`config.mk`:
```
export PLATFORM = sky130hd
export DESIGN_NAME = uart_rx_frame_flat
export DESIGN_NICKNAME = d
export VERILOG_FILES = /design/src/rtl/uart_rx_frame_pkg.sv /design/src/rtl/uart_rx_frame_if.sv /design/src/rtl/uart_rx_frame_sync2.sv /design/src/rtl/uart_rx_frame.sv /design/src/flat_wrapper.sv
export SDC_FILE = /design/constraint.sdc
export NUM_CORES = 1
export LEC_CHECK = 0
export CAP_MARGIN = 20
export CORE_MARGIN = 2
export CORE_UTILIZATION = 60
export DETAILED_ROUTE_END_ITERATION = 16
export GPL_TIMING_DRIVEN = 0
export PLACE_DENSITY = 0.95
export SYNTH_ARGS = -nofsm -noshare
export SYNTH_HDL_FRONTEND = slang
export SYNTH_SLANG_ARGS = --single-unit
```
`constraint.sdc`:
```
create_clock -name i_clk -period 4.46 [get_ports i_clk]
set_clock_uncertainty 0.1 [all_clocks]
set_input_delay 0.892 -clock i_clk [delete_from_list [all_inputs] [get_ports i_clk]]
set_output_delay 0.892 -clock i_clk [all_outputs]
set_load 0.005 [all_outputs]
```
`src/rtl/uart_rx_frame_pkg.sv`:
```
// Shared UART definitions: receiver state encoding, parity modes and
// the bit-period helper used by both the receiver and the transmitter.
package uart_pkg;

  typedef enum logic [2:0] {
    S_IDLE      = 3'd0,
    S_START     = 3'd1,
    S_DATA      = 3'd2,
    S_PARITY    = 3'd3,
    S_STOP      = 3'd4,
    S_DONE      = 3'd5,
    S_WAIT_HIGH = 3'd6
  } uart_state_e;

  localparam int PAR_NONE = 0;
  localparam int PAR_ODD  = 1;
  localparam int PAR_EVEN = 2;

  // Rounded to the nearest whole clock so the bit-period error stays below half a clock.
  function automatic int clks_per_bit(input int clk_hz, input int baud);
    return (clk_hz + baud / 2) / baud;
  endfunction

endpackage

```
`src/rtl/uart_rx_frame_if.sv`:
```
// Receive-side bundle: the serial line in, the decoded word and status out.
// o_valid is a one-cycle pulse with no ready: the consumer must capture
// o_dout/o_parity_err/o_frame_err in that cycle; a later frame overwrites them.
interface uart_rx_if #(
  parameter int DATA_BITS = 8
);
  import uart_pkg::*;

  logic                 i_din;
  logic [DATA_BITS-1:0] o_dout;
  logic                 o_valid;
  logic                 o_parity_err;
  logic                 o_frame_err;
  logic                 o_busy;
  uart_state_e          dbg_state;

  modport master (
    input  i_din,
    output o_dout, o_valid, o_parity_err, o_frame_err, o_busy, dbg_state
  );

  modport slave (
    output i_din,
    input  o_dout, o_valid, o_parity_err, o_frame_err, o_busy, dbg_state
  );

endinterface

```
`src/rtl/uart_rx_frame_sync2.sv`:
```
// Two-flop synchronizer for the asynchronous RX pin; resets to the idle-high
// line level so reset release never looks like a start bit.
module uart_sync2 (
  input  logic i_clk,
  input  logic i_rst,
  input  logic i_d,
  output logic o_q
);

  logic meta;
  logic sync;

  always_ff @(posedge i_clk or posedge i_rst) begin
    if (i_rst) begin
      meta <= 1'b1;
      sync <= 1'b1;
    end else begin
      meta <= i_d;
      sync <= meta;
    end
  end

  assign o_q = sync;

endmodule

```
`src/rtl/uart_rx_frame.sv`:
```
// Mid-bit oversampled UART receiver: start validation, DATA_BITS data bits,
// optional parity and 1-2 stop bits, one-cycle valid with parity/framing status.
module uart_rx_frame
  import uart_pkg::*;
#(
  parameter int CLKS_PER_BIT = 434,
  parameter int DATA_BITS    = 8,
  parameter int PARITY       = PAR_NONE,
  parameter int STOP_BITS    = 1
) (
  input  logic     i_clk,
  input  logic     i_rst,
  uart_rx_if.master bus
);

  localparam int TMR_W = $clog2(CLKS_PER_BIT);
  localparam int IDX_W = $clog2(DATA_BITS + 1);

  localparam logic [TMR_W-1:0] BIT_RELOAD  = TMR_W'(CLKS_PER_BIT - 1);
  localparam logic [TMR_W-1:0] HALF_RELOAD = TMR_W'(CLKS_PER_BIT / 2 - 1);
  localparam logic [IDX_W-1:0] LAST_BIT    = IDX_W'(DATA_BITS - 1);
  localparam logic             LAST_STOP   = 1'(STOP_BITS - 1);

  uart_state_e state;
  uart_state_e state_nx;

  logic                 rx_s;
  logic [TMR_W-1:0]     timer;
  logic [IDX_W-1:0]     bit_idx;
  logic                 stop_idx;
  logic [DATA_BITS-1:0] shreg;
  logic                 par_acc;
  logic                 par_err_q;
  logic                 frame_err_q;
  logic [DATA_BITS-1:0] dout_q;

  logic tick;
  logic last_bit;
  logic last_stop;

  logic samp_start_ok;
  logic samp_data;
  logic samp_par;
  logic samp_stop;
  logic samp_any;
  logic valid_c;
  logic busy_c;

  uart_sync2 u_sync (
    .i_clk (i_clk),
    .i_rst (i_rst),
    .i_d   (bus.i_din),
    .o_q   (rx_s)
  );

  assign tick      = (timer == '0);
  assign last_bit  = (bit_idx == LAST_BIT);
  assign last_stop = (stop_idx == LAST_STOP);

  always_ff @(posedge i_clk or posedge i_rst) begin
    if (i_rst) state <= S_IDLE;
    else       state <= state_nx;
  end

  always_comb begin
    state_nx = state;
    case (state)
      S_IDLE:      if (!rx_s) state_nx = S_START;
      S_START:     if (tick) state_nx = rx_s ? S_IDLE : S_DATA;
      S_DATA:      if (tick && last_bit)
                     state_nx = (PARITY != PAR_NONE) ? S_PARITY : S_STOP;
      S_PARITY:    if (tick) state_nx = S_STOP;
      S_STOP:      if (tick && last_stop) state_nx = S_DONE;
      // A low stop bit may be the start of a break; wait for the line to recover.
      S_DONE:      state_nx = frame_err_q ? S_WAIT_HIGH : S_IDLE;
      S_WAIT_HIGH: if (rx_s) state_nx = S_IDLE;
      default:     state_nx = S_IDLE;
    endcase
  end

  always_comb begin
    samp_start_ok = (state == S_START)  && tick && !rx_s;
    samp_data     = (state == S_DATA)   && tick;
    samp_par      = (state == S_PARITY) && tick;
    samp_stop     = (state == S_STOP)   && tick;
    samp_any      = tick && ((state == S_START) || (state == S_DATA) ||
                             (state == S_PARITY) || (state == S_STOP));
    valid_c       = (state == S_DONE);
    busy_c        = (state != S_IDLE);
  end

  // Timer reloads on every state change and after each mid-bit sample.
  always_ff @(posedge i_clk or posedge i_rst) begin
    if (i_rst) begin
      timer <= HALF_RELOAD;
    end else if ((state_nx != state) || samp_any) begin
      timer <= (state_nx == S_START) ? HALF_RELOAD : BIT_RELOAD;
    end else if (!tick) begin
      timer <= timer - 1'b1;
    end
  end

  always_ff @(posedge i_clk or posedge i_rst) begin
    if (i_rst) begin
      shreg       <= '0;
      par_acc     <= 1'b0;
      par_err_q   <= 1'b0;
      frame_err_q <= 1'b0;
      bit_idx     <= '0;
      stop_idx    <= 1'b0;
      dout_q      <= '0;
    end else begin
      if (samp_start_ok) begin
        shreg       <= '0;
        par_acc     <= 1'b0;
        par_err_q   <= 1'b0;
        frame_err_q <= 1'b0;
        bit_idx     <= '0;
        stop_idx    <= 1'b0;
      end
      if (samp_data) begin
        shreg   <= {rx_s, shreg[DATA_BITS-1:1]};
        par_acc <= par_acc ^ rx_s;
        bit_idx <= bit_idx + 1'b1;
      end
      if (samp_par) begin
        par_err_q <= (PARITY == PAR_ODD) ? ~(par_acc ^ rx_s) : (par_acc ^ rx_s);
      end
      if (samp_stop) begin
        if (!rx_s) frame_err_q <= 1'b1;
        stop_idx <= stop_idx + 1'b1;
      end
      // Word is published as DONE is entered so it is stable during o_valid.
      if (samp_stop && last_stop) dout_q <= shreg;
    end
  end

  assign bus.o_dout       = dout_q;
  assign bus.o_valid      = valid_c;
  assign bus.o_parity_err = valid_c & par_err_q;
  assign bus.o_frame_err  = valid_c & frame_err_q;
  assign bus.o_busy       = busy_c;
  assign bus.dbg_state    = state;

endmodule

```
`src/flat_wrapper.sv`:
```
// flat-port wrapper written by rule: the top's interface ports become plain ports
module uart_rx_frame_flat import uart_pkg::*;
#(
  parameter int CLKS_PER_BIT = 434,
  parameter int DATA_BITS    = 8,
  parameter int PARITY       = PAR_NONE,
  parameter int STOP_BITS    = 1
)
  (i_clk, i_rst, bus_i_din, bus_o_dout, bus_o_valid, bus_o_parity_err, bus_o_frame_err, bus_o_busy, bus_dbg_state);
  uart_rx_if #(.DATA_BITS(DATA_BITS)) bus_i ();
  input  logic i_clk;
  input  logic i_rst;
  input wire logic [$bits(bus_i.i_din)-1:0] bus_i_din;
  output wire logic [$bits(bus_i.o_dout)-1:0] bus_o_dout;
  output wire logic [$bits(bus_i.o_valid)-1:0] bus_o_valid;
  output wire logic [$bits(bus_i.o_parity_err)-1:0] bus_o_parity_err;
  output wire logic [$bits(bus_i.o_frame_err)-1:0] bus_o_frame_err;
  output wire logic [$bits(bus_i.o_busy)-1:0] bus_o_busy;
  output wire logic [$bits(bus_i.dbg_state)-1:0] bus_dbg_state;
  assign bus_i.i_din = bus_i_din;
  assign bus_o_dout = bus_i.o_dout;
  assign bus_o_valid = bus_i.o_valid;
  assign bus_o_parity_err = bus_i.o_parity_err;
  assign bus_o_frame_err = bus_i.o_frame_err;
  assign bus_o_busy = bus_i.o_busy;
  assign bus_dbg_state = bus_i.dbg_state;
  uart_rx_frame #(.CLKS_PER_BIT(CLKS_PER_BIT), .DATA_BITS(DATA_BITS), .PARITY(PARITY), .STOP_BITS(STOP_BITS)) u_core (.i_clk(i_clk), .i_rst(i_rst), .bus(bus_i));
endmodule
```
==> impl_results.html <==
<table>
<tr><th>Metric</th><th>Value</th></tr>
<tr><th colspan="2">Status</th></tr>
<tr><td>Outcome</td><td>finished, final reports clean</td></tr>
<tr><th colspan="2">Setup path</th></tr>
<tr><td>Kind of critical path</td><td>flip-flop to output pin</td></tr>
<tr><td>Capturing element type of the critical path</td><td>output pin</td></tr>
<tr><td>Required time of the critical path</td><td>around 3500 ps</td></tr>
<tr><td>Slowest stage cell, crit path</td><td>sky130_fd_sc_hd__clkdlybuf4s50_1</td></tr>
<tr><td>CP startpoint kind</td><td>flip-flop</td></tr>
<tr><td>Startpoint of the most critical register-to-register path</td><td>u_core.timer[0]</td></tr>
<tr><td>Cell-by-cell trace of the critical path</td><td>clkbuf_2 &gt; nor2b_1 &gt; and3_1 &gt; clkdlybuf4s50_1</td></tr>
<tr><td>Number of buffer and inverter instances along the worst setup path</td><td>2</td></tr>
<tr><td>Kind of cell adding the most delay to the critical path</td><td>buffers and inverters</td></tr>
<tr><td>Start point of the critical path</td><td>u_core.bus.dbg_state[2]</td></tr>
<tr><td>Arrival time of data at the critical path endpoint</td><td>approximately 2000 ps</td></tr>
<tr><td>Crit path max fanout</td><td>9</td></tr>
<tr><td>Slowest Stage Delay on Critical Path</td><td>490 ps</td></tr>
<tr><th colspan="2">Pwr</th></tr>
<tr><td>Reported net switching power</td><td>approximately 130 uW</td></tr>
<tr><td>Combinational share of power</td><td>2.8%</td></tr>
<tr><td>Internal Pwr Total</td><td>around 430 uW</td></tr>
<tr><td>Power density cells</td><td>about 250 nW/um2</td></tr>
<tr><td>VDD IR-drop max</td><td>~230 uV</td></tr>
<tr><td>Leakage component of the power</td><td>~0.001 uW</td></tr>
<tr><td>Part of the power in registers</td><td>slightly above 60%</td></tr>
<tr><td>Clock network fraction of design power</td><td>between 30% and 40%</td></tr>
<tr><td>Net switching fraction of the power</td><td>approximately 23%</td></tr>
<tr><th colspan="2">Timing</th></tr>
<tr><td>Hold Violations, Final</td><td>0</td></tr>
<tr><td>Max-slew violations</td><td>0</td></tr>
<tr><td>Highest achievable clock rate</td><td>between 300 and 400 MHz</td></tr>
<tr><td>Unrepaired setup endpoints after global routing</td><td>false</td></tr>
<tr><td>Hold WS</td><td>roughly 270 ps</td></tr>
<tr><td>Fin crit period</td><td>between 2000 and 3000 ps</td></tr>
<tr><td>Transition at the pin with the smallest max-transition slack</td><td>approximately 870 ps</td></tr>
<tr><td>Final-layout setup total negative slack</td><td>0 ps</td></tr>
<tr><td>Final setup violation count</td><td>0</td></tr>
<tr><td>Final worst-path cycle share</td><td>66.7%</td></tr>
<tr><td>Smallest setup slack after layout</td><td>1490 ps</td></tr>
<tr><td>Relative slew slack</td><td>between 40% and 50%</td></tr>
<tr><th colspan="2">Yosys</th></tr>
<tr><td>Cell area after synthesis</td><td>about 1900 um2</td></tr>
<tr><td>Avg Cell Area, Syn</td><td>11.2 um2</td></tr>
<tr><td>Share of the synthesized area in the top cell type</td><td>between 40 and 50%</td></tr>
<tr><td>Register bit count reported by yosys</td><td>38</td></tr>
<tr><td>Number of warning messages in the yosys log</td><td>0</td></tr>
<tr><td>Proportion of synthesized flip-flops having asynchronous set or reset</td><td>between 90% and 100%</td></tr>
<tr><td>Leading post-synthesis cells by instance count</td><td>sky130_fd_sc_hd__dfrtp_1 (32), sky130_fd_sc_hd__nor2_1 (13), sky130_fd_sc_hd__nand2_1 (11), sky130_fd_sc_hd__o21ai_0 (10), sky130_fd_sc_hd__mux2_2 (9)</td></tr>
<tr><td>Synth Flop Type</td><td>sky130_fd_sc_hd__dfrtp_1</td></tr>
<tr><td>Number of flops mapped to enable cells by yosys</td><td>0</td></tr>
<tr><td>Largest cells by area after synthesis</td><td>sky130_fd_sc_hd__dfrtp_1 (42%), sky130_fd_sc_hd__dfstp_2 (8.4%), sky130_fd_sc_hd__mux2_2 (5.4%)</td></tr>
<tr><td>Most used standard cell by instance count after synthesis</td><td>sky130_fd_sc_hd__dfrtp_1</td></tr>
<tr><td>Post-synthesis cell type with the largest combined area</td><td>sky130_fd_sc_hd__dfrtp_1</td></tr>
<tr><td>Cell count after synthesis</td><td>~170</td></tr>
<tr><td>Synthesized net count</td><td>around 180</td></tr>
<tr><td>Number of different library cells in the post-synthesis netlist</td><td>46</td></tr>
<tr><td>Sequential cell area fraction in the yosys report</td><td>50.8%</td></tr>
<tr><th colspan="2">Floorplan</th></tr>
<tr><td>Die span in y</td><td>about 60 um</td></tr>
<tr><td>Cell row count</td><td>20</td></tr>
<tr><td>Top Ports</td><td>18</td></tr>
<tr><td>Area inside the core boundary</td><td>between 3000 and 4000 um2</td></tr>
<tr><td>Die width</td><td>60.1 um</td></tr>
<tr><td>Die area</td><td>roughly 3600 um2</td></tr>
<tr><td>Initial Util</td><td>62.3%</td></tr>
<tr><th colspan="2">Final layout</th></tr>
<tr><td>Area growth from synthesis to layout</td><td>17.0%</td></tr>
<tr><td>Antenna Diode Count</td><td>0</td></tr>
<tr><td>Number of filler instances in the final layout</td><td>227</td></tr>
<tr><td>Proportion of layout cells with a drive suffix above 1</td><td>around 20%</td></tr>
<tr><td>Number of nets at the end of the flow</td><td>200</td></tr>
<tr><td>Post-layout util</td><td>72.9%</td></tr>
<tr><td>Count of non-filler cells in the finished layout</td><td>~240</td></tr>
<tr><th colspan="2">Clocking</th></tr>
<tr><td>Sink count of the clock tree</td><td>38</td></tr>
<tr><td>Maximum level of the CTS H-tree</td><td>2</td></tr>
<tr><td>Post CTS Setup Buffer Count</td><td>0</td></tr>
<tr><td>Clock edge transition at the registers on the reported setup and hold paths</td><td>around 120 ps</td></tr>
<tr><td>Clk_lat worst skew</td><td>approximately 340 ps</td></tr>
<tr><td>TritonCTS buffer count</td><td>5</td></tr>
<tr><td>CTS tree</td><td>built</td></tr>
<tr><td>Maximum number of buffers from clock root to sink</td><td>2</td></tr>
<tr><td>Post_cts resized</td><td>0</td></tr>
<tr><td>Number of hold buffers added after CTS</td><td>0</td></tr>
<tr><td>Clock root buffer master</td><td>sky130_fd_sc_hd__clkbuf_4</td></tr>
<tr><th colspan="2">Global route</th></tr>
<tr><td>Number of antenna violations at the first check in global routing</td><td>0</td></tr>
<tr><td>Largest net degree at the start of global routing</td><td>25</td></tr>
<tr><td>Leftover overflow at the end of global routing</td><td>0</td></tr>
<tr><td>Total global routing track utilization</td><td>23.5%</td></tr>
<tr><td>Vias in the first global route</td><td>~1,400</td></tr>
<tr><td>First-pass GRT wire length</td><td>approximately 6200 um</td></tr>
<tr><th colspan="2">Placed design</th></tr>
<tr><td>Dpl hpwl</td><td>between 2000 and 3000 um</td></tr>
<tr><td>Instance count after placement with tap cells included</td><td>231</td></tr>
<tr><td>Final RePlAce weighted congestion</td><td>a little over 0.9</td></tr>
<tr><td>I/O Buffers</td><td>17</td></tr>
<tr><td>Dpl ws</td><td>1890 ps</td></tr>
<tr><th colspan="2">Route</th></tr>
<tr><td>Drt first-iter violations</td><td>49</td></tr>
<tr><td>Number of DRC violations after detailed routing</td><td>0</td></tr>
<tr><td>Antenna viol nets, final</td><td>0</td></tr>
<tr><td>Post-detailed-route wirelength per cell</td><td>between 15 and 20 um</td></tr>
<tr><td>Detailed-routing iteration count for the pre-antenna-repair pass</td><td>4</td></tr>
<tr><td>Via-per-instance ratio</td><td>between 5 and 6</td></tr>
<tr><td>Vias after detailed routing</td><td>about 1,400</td></tr>
<tr><td>Routed wire length</td><td>3630 um</td></tr>
<tr><th colspan="2">Min path</th></tr>
<tr><td>Path type of the worst min-delay path</td><td>flip-flop to flip-flop</td></tr>
<tr><td>Worst hold path startpoint</td><td>u_core.u_sync.meta</td></tr>
<tr><th colspan="2">Job</th></tr>
<tr><td>Total of max-cap violations</td><td>0</td></tr>
</table>
[layout by cell type, fill, tap and decap left out, types with 2 or more instances in the layout]
cell	synthesis	final
sky130_fd_sc_hd__dfrtp_1	32	32
sky130_fd_sc_hd__clkdlybuf4s50_1	0	17
sky130_fd_sc_hd__nor2_1	13	13
sky130_fd_sc_hd__nand2_1	11	11
sky130_fd_sc_hd__o21ai_0	10	10
sky130_fd_sc_hd__mux2_2	9	9
sky130_fd_sc_hd__a22o_1	8	8
sky130_fd_sc_hd__a21oi_1	7	7
sky130_fd_sc_hd__dfstp_2	6	6
sky130_fd_sc_hd__inv_1	5	5
sky130_fd_sc_hd__clkbuf_4	0	5
sky130_fd_sc_hd__nand3_1	4	4
sky130_fd_sc_hd__a31oi_1	4	4
sky130_fd_sc_hd__xnor2_1	4	4
sky130_fd_sc_hd__mux2i_1	4	4
sky130_fd_sc_hd__o31ai_1	4	4
sky130_fd_sc_hd__clkbuf_1	3	3
sky130_fd_sc_hd__xor2_1	3	3
sky130_fd_sc_hd__nor3_1	3	3
sky130_fd_sc_hd__and3_1	3	3
sky130_fd_sc_hd__ha_1	3	3
sky130_fd_sc_hd__nor3b_1	2	2
sky130_fd_sc_hd__nor2b_1	2	2
sky130_fd_sc_hd__nand2b_1	2	2
sky130_fd_sc_hd__buf_6	2	2
sky130_fd_sc_hd__a211oi_1	2	2
sky130_fd_sc_hd__buf_2	2	2
[area by class of cell]
class	count	area, um2	area share [%]
buffer	8	48.8	2.21
multi-input combinational	118	860	39.0
sequential	38	958	43.4
timing repair buffer	18	198	8.96
tap	44	55.1	2.50
clock inverter	2	16.3	0.737
inverter	5	18.8	0.851
clock buffer	6	51.3	2.33
[power groups by stage]
stage          clock network [uW]  registers (uW)  logic, uW
3_5_place_dp                    0             353       16.1
2_1_floorplan                   0             353       8.71
4_1_cts                       199             346       16.2
5_1_grt                       215             347       17.8
6_report                      195             346       15.8
3_3_place_gp                    0             353       12.5
[per-layer routing]
| metal | GRT usage [%] | wire (um) |
|---|---|---|
| met3 | 6.06 | 123 |
| met5 | 0 | 0 |
| met1 | 29.6 | 1610 |
| met2 | 39.1 | 1840 |
| met4 | 8.57 | 48 |
[state kept, by name, summed over array words and instances (netlist names)]
| register | flops |
|---|---|
| u_core.timer | 9 |
| u_core.bus.o_dout | 8 |
| u_core.shreg | 8 |
| u_core.bit_idx | 4 |
| u_core.bus.dbg_state | 3 |
| u_core.frame_err_q | 1 |
| u_core.par_acc | 1 |
| u_core.par_err_q | 1 |
| u_core.stop_idx | 1 |
| u_core.u_sync.meta | 1 |
| u_core.u_sync.o_q | 1 |
[final timing paths]
kind / slack [ps] / end / depth (start not counted)
worst max-delay path: 1490 / bus_o_frame_err / 4
worst min-delay path: 270 / u_core.u_sync.o_q / 0
worst max register to register: 2200 / u_core.timer[6] / 8
worst min register to register: 270 / u_core.u_sync.o_q / 0
max in group asynchronous: 2830 / u_core.timer[6] / 3
min in group asynchronous: 810 / u_core.par_err_q / 2
[per-stage QoR]
step | area, um2 | power [uW]
3_5_place_dp | 2140 | 369
3_3_place_gp | 2110 | 365
6_report | 2210 | 557
5_1_grt | 2210 | 580
2_1_floorplan | 1890 | 362
4_1_cts | 2210 | 562
[cells by family after synthesis]
logic type | after synthesis | share of synthesized area [%]
muxes | 14 | 8.29
xor gates and xnor gates | 7 | 3.25
AOI/OAI and AO/OA | 43 | 15.7
and+or+nand+nor | 51 | 16.4
DFF | 38 | 50.8
buffers and inverters | 13 | 3.58
adders and majority gates | 3 | 1.99
[worst register-to-register path, delay by kind of cell, from the launching register on]
| kind | cells | cell delay [ps] |
|---|---|---|
| AOI/OAI and AO/OA | 2 | 370 |
| adders and majority gates | 1 | 180 |
| buffers and inverters | 2 | 260 |
| DFF | 1 | 390 |
| muxes | 1 | 300 |
| and+or+nand+nor | 2 | 610 |
(Power assumes the default switching activity.)
